## src/rtl/prng_share_ctrl.sv

```systemverilog
// Shares one Galois LFSR between NREQ round-robin requesters; each grant returns a
// WIDTH-bit word built from WIDTH LFSR steps, delivered with a single-cycle one-hot grant.
module prng_share_ctrl #(
  parameter int unsigned        NREQ   = 4,
  parameter int unsigned        WIDTH  = 8,
  parameter int unsigned        LFSR_W = 16,
  parameter logic [LFSR_W-1:0] TAPS   = 16'hB400,
  parameter logic [LFSR_W-1:0] SEED   = 16'hACE1
) (
  input  logic              CLK,
  input  logic              BTN_N,
  input  logic [NREQ-1:0]   req,
  output logic [NREQ-1:0]   gnt,
  output logic              rnd_valid,
  output logic [WIDTH-1:0]  rnd_data,
  input  logic              seed_we,
  input  logic [LFSR_W-1:0] seed_data,
  output logic              busy
);

  localparam int unsigned IDXW = (NREQ > 1) ? $clog2(NREQ) : 1;
  localparam int unsigned CNTW = $clog2(WIDTH + 1);

  typedef enum logic [1:0] {IDLE, SHIFT, DONE} state_e;

  state_e            state_q;
  logic [LFSR_W-1:0] lfsr_q, lfsr_d, seed_val;
  logic [WIDTH-1:0]  acc_q, acc_d, data_q;
  logic [CNTW-1:0]   cnt_q;
  logic [IDXW-1:0]   rr_q, idx_q, pick_idx, cand;
  logic              pick_found;
  logic [NREQ-1:0]   gnt_q;
  logic              valid_q, busy_q;

  // Round-robin pick: first set request scanning upward from the slot after rr_q.
  always_comb begin
    pick_idx   = '0;
    pick_found = 1'b0;
    cand       = '0;
    for (int unsigned k = 1; k <= NREQ; k++) begin
      cand = IDXW'((32'(rr_q) + k) % NREQ);
      if (!pick_found && req[cand]) begin
        pick_idx   = cand;
        pick_found = 1'b1;
      end
    end
  end

  // One Galois step; the shifted-out bit enters acc at the LSB so the first bit ends at the MSB.
  always_comb begin
    lfsr_d   = (lfsr_q >> 1) ^ (lfsr_q[0] ? TAPS : '0);
    acc_d    = WIDTH'({acc_q, lfsr_q[0]});
    seed_val = (seed_data == '0) ? SEED : seed_data;
  end

  always_ff @(posedge CLK) begin
    if (!BTN_N) begin
      state_q <= IDLE;
      lfsr_q  <= SEED;
      acc_q   <= '0;
      cnt_q   <= '0;
      rr_q    <= IDXW'(NREQ - 1);
      idx_q   <= '0;
      gnt_q   <= '0;
      valid_q <= 1'b0;
      data_q  <= '0;
      busy_q  <= 1'b0;
    end else begin
      gnt_q   <= '0;
      valid_q <= 1'b0;
      if (seed_we) begin
        // Seed load aborts any in-flight word and leaves the arbiter pointer alone.
        lfsr_q  <= seed_val;
        state_q <= IDLE;
        busy_q  <= 1'b0;
      end else begin
        case (state_q)
          IDLE: begin
            if (|req) begin
              idx_q   <= pick_idx;
              cnt_q   <= '0;
              state_q <= SHIFT;
              busy_q  <= 1'b1;
            end
          end
          SHIFT: begin
            lfsr_q <= lfsr_d;
            acc_q  <= acc_d;
            cnt_q  <= cnt_q + CNTW'(1);
            if (cnt_q == CNTW'(WIDTH - 1)) begin
              state_q <= DONE;
            end
          end
          DONE: begin
            state_q <= IDLE;
            busy_q  <= 1'b0;
            // A requester that dropped its line forfeits the word.
            if (req[idx_q]) begin
              gnt_q[idx_q] <= 1'b1;
              valid_q      <= 1'b1;
              data_q       <= acc_q;
              rr_q         <= idx_q;
            end
          end
          default: begin
            state_q <= IDLE;
            busy_q  <= 1'b0;
          end
        endcase
      end
    end
  end

  assign gnt       = gnt_q;
  assign rnd_valid = valid_q;
  assign rnd_data  = data_q;
  assign busy      = busy_q;

endmodule
```

## config.mk

```make
export PLATFORM = sky130hd
export DESIGN_NAME = prng_share_ctrl
export DESIGN_NICKNAME = d
export VERILOG_FILES = /design/src/rtl/prng_share_ctrl.sv
export SDC_FILE = /design/constraint.sdc
export NUM_CORES = 1
export LEC_CHECK = 0
export ABC_AREA = 1
export CAP_MARGIN = 20
export CORE_MARGIN = 2
export CORE_UTILIZATION = 36
export DETAILED_ROUTE_END_ITERATION = 10
export GPL_ROUTABILITY_DRIVEN = 0
export PLACE_DENSITY = 0.63
export SYNTH_ARGS = -nofsm -noshare
export SYNTH_HDL_FRONTEND = slang
export SYNTH_SLANG_ARGS = --single-unit
```

## constraint.sdc

```tcl
create_clock -name CLK -period 1.5 [get_ports CLK]
set_input_delay 0.15 -clock CLK [delete_from_list [all_inputs] [get_ports CLK]]
set_output_delay 0.15 -clock CLK [all_outputs]
set_load 0.05 [all_outputs]
```

==> run_results.csv <==
group,metric,value,unit
outcome,status,"completed",
critical_path,critPathRequiredTime,1.69,ns
synth,syn_area,2340,µm²
worst_hold_path,hold_class,"reg2reg",
synth,synth.most_common_cell,"nand2_1",
route,vias,2117,
global_route,antenna_found_initial,0,
cts,numCtsBuffers,5,
synth,ys_types,35,
global_route,grt_usage,14.7,%
timing,rsz0062_at_grt,"no",
synth,yosys_warnings,0,
floorplan,core_area,6310,µm²
synth,ys_seq_elements,48,
cts,htreeDepth,2,
finish,final_design_area_no_fill,3010,µm²
timing,drv_slew,0,
cts,ctsRootBufferMaster,"clkbuf_8",
synth,synth_largest_area_cell,"dfxtp_1",
critical_path,cp_max_fo,7,
placed_design,postPlaceCellArea,2860,µm²
cts,clock_sinks,48,
global_route,overflow,0,
finish,area_growth,28.7,%
timing,relSlewSlack,72.7,%
cts,cts.path.max_buffers,2,
worst_hold_path,whs_path_depth,2,
cts,clk_pin_slew_worst_paths,0.09,ns
placed_design,portBuffers,36,
placed_design,dp_slack,-0.104,ns
critical_path,cp-end-kind,"flip-flop",
timing,worst_pin_slew,0.409,ns
synth,yosys-top-cells-count,"nand2_1, dfxtp_1, nor2_1",
power_and_ir_drop,vdd_drop_max,0.457,mV
critical_path,path_class,"reg2reg",
finish,diodes,0,
finish,fill_cells,628,
timing,hold_viol_final,0,
floorplan,io_pins,37,
synth,synth_edf_count,0,
timing,tns,0,ns
global_route,grt_max_degree,16,
power_and_ir_drop,p_leak,1.38,nW
finish,drive_gt1_share,24.4,%
critical_path,r2r-start,"state_q[0]",
route,drtAntennaViolNets,0,
timing,setup_violations,0,
critical_path,cp.arrival,1.62,ns
critical_path,reg2reg_depth,8,
floorplan,placementRows,29,
critical_path,endpoint,"lfsr_q[7]",
timing,fin_crit,1.43,ns
route,vias_per_cell,4.75,
route,avgRoutedWirePerCell,11.2,µm
global_route,grt_pass1_wl,8.71,mm
finish,postLayoutCoreUtil,47.6,%
floorplan,die_area,7150,µm²
synth,synth_fp_nets,334,
global_route,grt_pass1_vias,2021,
floorplan,start_util,37.0,%
critical_path,rr_endpoint,"lfsr_q[7]",
critical_path,rrSetupSlack,0.07,ns
power_and_ir_drop,power_density,891,nW/µm²
synth,ys_seq_area_share,41.1,%
cts,cts_tree,"yes",
synth,netlist.area_leader.share,41.1,%
route,drt-initial-drc-count,83,
finish,nets,392,
critical_path,startpoint_type,"flip-flop",
synth,async_reset_ff_share,0,%
timing,timing.fmax,699,MHz
timing,fin_crit_sh,95.4,%
synth,syn_area_per_cell,7.54,µm²
route,drc,0,
synth,dominantRegCellSynth,"dfxtp_1",
critical_path,crit_start,"state_q[0]",
floorplan,die_y,84.6,µm
placed_design,hpwl,3.77,mm
floorplan,die_w,84.6,µm
cts,cts-hold-fix-buffers,0,
synth,syn-instance-count,310,
timing,worst_slack,0.0694,ns
timing,worst_clock_skew,0.0106,ns
route,firstDrtPassIters,4,
route,wl,5.00,mm
flow_run,maxCapViolations,0,
synth,yosys-top-cells-area,"dfxtp_1, nand2_1, nor2_1",
cts,clk_latency,0.31,ns
what timing repair did:
action | CTS | global route
resized for setup | 0 | 4
setup endpoints to repair | 0 | 16
setup buffers | 0 | 5
sequential cells by signal, summed over array words and instances, names as in the netlist, 2 cells and up:
| name | count |
|---|---|
| state_q | 2 |
| cnt_q | 4 |
| acc_q | 8 |
| gnt | 4 |
| idx_q | 2 |
| rnd_data | 8 |
| rr_q | 2 |
| lfsr_q | 16 |
where the power goes:
group | internal [mW] | total (mW) | switching (mW)
sequential | 1.33 | 1.37 | 0.0425
clock | 0.494 | 0.934 | 0.440
combinational | 0.177 | 0.374 | 0.198
layout make-up:
cell class                      instances  area (µm²)  area share [%]
Clock buffer                            5        68.8            2.29
Sequential cell                        48         961            32.0
Tap cell                               77        96.3            3.21
Multi-Input combinational cell        217        1160            38.8
Clock inverter                          3        42.5            1.42
Inverter                               33         131            4.37
Timing Repair Buffer                   63         541            18.0
placed cells by master, fill, tap and decap left out, types with 10 or more instances in the layout:
cell type / n
a21oi_1: 10
buf_4: 40
clkdlybuf4s50_1: 22
dfxtp_1: 48
inv_1: 25
nand2_1: 62
nand2_2: 15
nand3_1: 17
nor2_1: 41
o21ai_0: 15
o21ai_1: 14
kinds of logic (layout without fill, tap and decap cells):
logic type | after synthesis | count (layout) | synth area share (%)
DFF | 48 | 48 | 41.1
AOI/OAI and AO/OA | 53 | 53 | 14.6
and+or+nand+nor | 160 | 160 | 33.6
xor gates and xnor gates | 3 | 3 | 1.13
adders and majority gates | 1 | 1 | 0.536
buffers and inverters | 45 | 104 | 9.00
metrics by stage:
step	total power, mW	std cells	hold slack (ns)
2_1_floorplan	1.62	310	0.284
3_3_place_gp	1.76	433	0.462
3_5_place_dp	1.76	433	0.468
4_1_cts	2.71	441	0.461
5_1_grt	2.82	446	0.491
6_report	2.68	446	0.480
worst min-delay path by stage:
stage | start | endpoint | slack, ns
2_1_floorplan | seed_data[2] | lfsr_q[2] | 0.28
3_3_place_gp | cnt_q[3] | cnt_q[3] | 0.46
3_5_place_dp | lfsr_q[15] | lfsr_q[15] | 0.47
4_1_cts | seed_data[4] | lfsr_q[4] | 0.46
5_1_grt | seed_data[8] | lfsr_q[8] | 0.49
6_report | lfsr_q[4] | lfsr_q[3] | 0.48
worst max-delay path: stages (launching register included):
cell and delay [ns]:
dfxtp_1 0.33, inv_2 0.12, nor2_4 0.06, inv_2 0.12
nor2_4 0.09, buf_4 0.15, buf_4 0.12, a221oi_1 0.25
nand2_1 0.08
routing by layer:
layer  vias up  share of wire [%]  global-route usage (%)
met4         0                2.5                    6.20
li1       1126                  -                       -
met3        14                4.9                    3.15
met5         -                  0                       0
met1       923                 49                    19.0
met2        54                 44                    23.8
Power figures use the tool's default switching activity.
==> patch 1 (same flow settings) <==
Set the parameter `NREQ` to 2 (it was 4).
--- a/src/rtl/prng_share_ctrl.sv
+++ b/src/rtl/prng_share_ctrl.sv
@@ -1,7 +1,7 @@
 // Shares one Galois LFSR between NREQ round-robin requesters; each grant returns a
 // WIDTH-bit word built from WIDTH LFSR steps, delivered with a single-cycle one-hot grant.
 module prng_share_ctrl #(
-  parameter int unsigned        NREQ   = 4,
+  parameter int unsigned        NREQ   = 2,
   parameter int unsigned        WIDTH  = 8,
   parameter int unsigned        LFSR_W = 16,
   parameter logic [LFSR_W-1:0] TAPS   = 16'hB400,
Ports: changed (resized gnt and req); port bits go from 37 to 33. The function was not compared with the original's and may differ.
==> patch 1 against the original RTL <==
Critical path depth is the same. Clock skew shrank 0.0058 ns. Worst hold slack lost 0.023 ns. Sequential cell count shrank 4. Core utilization grew 1.2 points. Highest routed layer unchanged. Total power shrank 3.5%. Routed wire length shrank 16%. Cell area shrank 16%. Worst setup slack gained 0.18 ns. Synthesized area shrank 16%. Combinational power shrank 21%. Critical endpoint is now lfsr_q[15].
==> patch 1: results (changes against the original RTL) <==
** Worst setup path
- Arr. time, crit path :: 1.44 ns (-0.18 ns)
- Worst r2r src :: state_q[1]
- In this run the critical register-to-register path is captured at lfsr_q[15].
- The critical path's largest stage delay came to 0.43 ns (+0.10 ns).
- The maximum net fanout on the critical path is 12 (+5).
- Top cell family by delay on the critical path :: flip-flops

** Cells and area
- The data-path buffer share of cell area in the final layout was 16.44% (-1.5 points).
- The area fraction of clock buffers and clock inverters came to 5.102% (+1.4 points).
- Share of post-route cells with drive strength above 1 :: 13.11% (-11 points)
- Multi-input gate area in the final layout :: 903.4 sq um (-22%)
- The number of nets in the finished design was 350 (-11%).
- Final-layout fill cell count :: 522 (-17%)
- The count of non-CTS buffers in the layout is 47 (-25%).

** STA
- Worst Tran Pin Value :: 0.2903 ns (-0.1191 ns)
- Setup Skew :: 0.004782 ns (-0.005837 ns)

** Pwr
- The leakage dissipation is 0.001128 uW (-18%).
- The largest voltage drop on the vdd net came to 382.0 uV (-16%).

** Yosys
- The part of the Yosys area used for sequential elements was 44.98% (+3.8 points).
- Commonest cells in the synthesized netlist :: sky130_fd_sc_hd__nand2_1 (88), sky130_fd_sc_hd__dfxtp_1 (44), sky130_fd_sc_hd__nor2_1 (43)
- By area the synthesized netlist is led by sky130_fd_sc_hd__dfxtp_1 (45%), sky130_fd_sc_hd__nand2_1 (17%), sky130_fd_sc_hd__nor2_1 (8.2%).
- The total nets after synthesis was 307 (-8.1%).

** Status
- The flow ran to the end, and the final reports show no timing, DRC or antenna violations.

** Place
- Setup slack after placement :: 0.02763 ns (+0.1319 ns)

** Global route
- The via count of the first global-routing pass was 1742 (-14%).
- The total track usage was 14.79% (+0.064 points).

** Route
- The via-per-instance ratio is 4.666 (-1.7%).
- The detailed-route wire length came to 4205 um (-16%).
- First DRT Iteration DRCs :: 68 (-18%)

** Hold path
- Min-Delay Path Depth :: 3 (+1)
- Type of the worst min-delay path :: input port to flop
-- patch 1: cell types whose count changed in the layout (fill, tap and decap cells not counted), sizes merged, moves of 6 or more --
cell / delta
buf: -14
o21ai: -14
nand3: -8
nand2: +8
a21oi: +6
-- patch 1: logic make-up (layout without fill, tap and decap cells) --
kind of cell / count (synthesis) / in the layout / synth area share [%]
flops: 44 / 44 / 44.98
compound gates: 40 / 40 / 10.99
buf+inv: 40 / 83 / 8.881
xor+xnor: 3 / 3 / 1.342
fa+ha+maj: 1 / 1 / 0.6389
simple gates: 157 / 157 / 33.16
-- patch 1: metal layers --
metal | vias to the layer above | routed length [um] | global-route usage, %
li1 | 991 | - | -
met1 | 823 | 1981 | 17.62
met2 | 33 | 1991 | 25.52
met3 | 10 | 144 | 2.907
met4 | 0 | 89 | 6.786
met5 | - | 0 | 0
-- patch 1: through the flow --
stage	instances	total power (uW)	cell area [sq um]	hold slack, ns
final	398	2586	2526	0.4565
after CTS	398	2612	2526	0.4542
after global routing	398	2694	2526	0.4755
after detailed placement	391	1571	2397	0.4500
after floorplan	285	1444	1958	0.3137
after global placement	391	1567	2397	0.4460
-- patch 1: tightest hold or removal path: cells and delay by family --
family / cells / cell delay (ns)
buffers and inverters: 1 / 0.42
AOI/OAI and AO/OA: 1 / 0.07
and+or+nand+nor: 1 / 0.07
-- patch 1: worst max-delay path by stage --
stage / to / slack, ns / depth (start not counted)
after floorplan: lfsr_q[5] / 0.41 / 8
after global placement: lfsr_q[5] / 0.07 / 6
after detailed placement: lfsr_q[6] / 0.03 / 6
after CTS: lfsr_q[15] / 0.23 / 8
after global routing: lfsr_q[15] / 0.13 / 8
final: lfsr_q[15] / 0.25 / 8
-- patch 1: power breakdown --
group	switching (uW)	internal [uW]
clock network	390	655
registers	30.1	1220
logic	158	138
total	577	2010
==> patch 2 (same settings) <==
Without the edit above. Add an input register stage for `BTN_N`; this delays it by one clock. The other inputs are not delayed to match.
--- a/src/rtl/prng_share_ctrl.sv
+++ b/src/rtl/prng_share_ctrl.sv
@@ -22,6 +22,12 @@
   localparam int unsigned CNTW = $clog2(WIDTH + 1);
 
   typedef enum logic [1:0] {IDLE, SHIFT, DONE} state_e;
+
+  logic BTN_N_q;
+
+  always_ff @(posedge CLK) begin
+    BTN_N_q <= BTN_N;
+  end
 
   state_e            state_q;
   logic [LFSR_W-1:0] lfsr_q, lfsr_d, seed_val;
@@ -54,7 +60,7 @@
   end
 
   always_ff @(posedge CLK) begin
-    if (!BTN_N) begin
+    if (!BTN_N_q) begin
       state_q <= IDLE;
       lfsr_q  <= SEED;
       acc_q   <= '0;
Check against the original RTL: not equivalent (a bounded check fails within 4 cycles, from zero or initial values).
==> patch 2 against the original RTL <==
Clock skew is 0.0036 ns lower. Sequential share of layout area is 2.7 points higher. Clock power is 4.1% higher. Critical path type unchanged. Global-route usage is 0.93 points higher. Combinational power is 11% lower. Cell area is 5.7% lower. Worst setup slack better by 0.077 ns. Total power is 0.97% higher. Sequential cell count is 1 higher. Synthesized area is 5.0% lower. Routed wire length is 4.0% lower.
==> patch 2: results (changes against the original RTL) <==
** Status
- Result of the run :: completed

** Cells and area
- The total number of multi-input combinational cells came to 213 (-1.8%).
- Clock network contribution to total cell area :: 4.106% (+0.40 points)
- Clock buffers :: 7 (+2)
- The count of non-CTS buffers in the layout came to 53 (-16%).
- Layout overhead on the synthesized area :: 27.75%
- The number of nets in the finished design came to 381 (-2.8%).
- Number of inverters outside the clock class in the layout :: 35 (+6.1%)
- Portion of the layout cell area used by non-clock buffers :: 15.98% (-2.0 points)
- The combined area of the multi-input logic cells was 1051 sq um (-9.8%).

** Route
- The wire length on met1 came to 2423 um (-0.21%).
- The routed length per placed instance was 11.08 um (-1.2%).
- Amount of wire on met3 after detailed routing :: 209 um (-14%)
- The via-per-instance ratio was 4.801 (+1.2%).

** Worst setup path
- Maximum single-stage delay on the critical path :: 0.35 ns (+0.02 ns)
- Critical register-to-register path endpoint :: rnd_data[0]
- The count of cells along the worst register-to-register path is 7 (-1).
- Top cell family by delay on the critical path :: simple AND/OR/NAND/NOR gates
- In this run the worst setup path begins at idx_q[0].
- The maximum net fanout on the critical path came to 5 (-2).

** Global route
- The via count of the first global-routing pass came to 1962 (-2.9%).
- The met1 track demand over resource in global routing was 20.09% (+1.1 points).
- The pin count of the biggest net entering global routing came to 21 (+5).

** Yosys
- Leading cell types by total area after synthesis :: sky130_fd_sc_hd__dfxtp_1 (44%), sky130_fd_sc_hd__nand2_1 (11%), sky130_fd_sc_hd__nor2_1 (7.8%)
- Seq/Total Area, Yosys :: 44.22% (+3.1 points)

** Hold path
- Type of the worst min-delay path :: input port to flop
- The worst hold path cell count is 1 (-1).

** Place
- The worst setup slack before clock tree synthesis came to -0.1386 ns (-0.03430 ns).
- The total instance count after detailed placement is 423 (-2.3%).
- HPWL after detailed placement :: 3670 um (-2.6%)
- Post-Place Cell Area :: 2690 sq um (-5.8%)

** Pwr
- Standby leakage power :: 0.001280 uW (-7.4%)
- The largest voltage drop on the vdd net is 535.3 uV (+17%).
- Internal cell power :: 2058 uW (+2.9%)

** STA
- Fmax :: 738.6 MHz (+5.7%)
- The worst-case clock skew is 0.007055 ns (-0.003564 ns).
- The max-slew headroom at the worst pin came to 82.10% (+9.4 points).
-- patch 2: cell count changes after synthesis, sizes merged, moves of 4 or more --
cell	delta
a221oi	-4
nand2	-9
nand4	+6
nor4	-4
-- patch 2: power by group through the flow --
stage / Clock, uW / Sequential (uW) / Combinational [uW]
after detailed placement: 0 / 1430 / 331
after global routing: 1050 / 1410 / 377
after floorplan: 0 / 1420 / 199
final: 972 / 1400 / 333
after CTS: 997 / 1400 / 333
after global placement: 0 / 1430 / 327
-- patch 2: kinds of logic (layout without fill, tap and decap cells) --
family	after synthesis	in the layout	share of synthesized area, %
adders and majority gates	1	1	0.5639
xor gates and xnor gates	3	3	1.185
buffers and inverters	46	96	8.798
and+or+nand+nor	156	156	31.25
AOI/OAI and AO/OA	53	53	13.99
DFF	49	49	44.22
-- patch 2: what timing repair did --
item / in CTS / in global routing
hold endpoints to repair: 0 / 0
endpoints found under the setup margin: 0 / 15
hold buffers: 0 / 0
gates resized for setup: 0 / 5
buffers inserted: 0 / 2
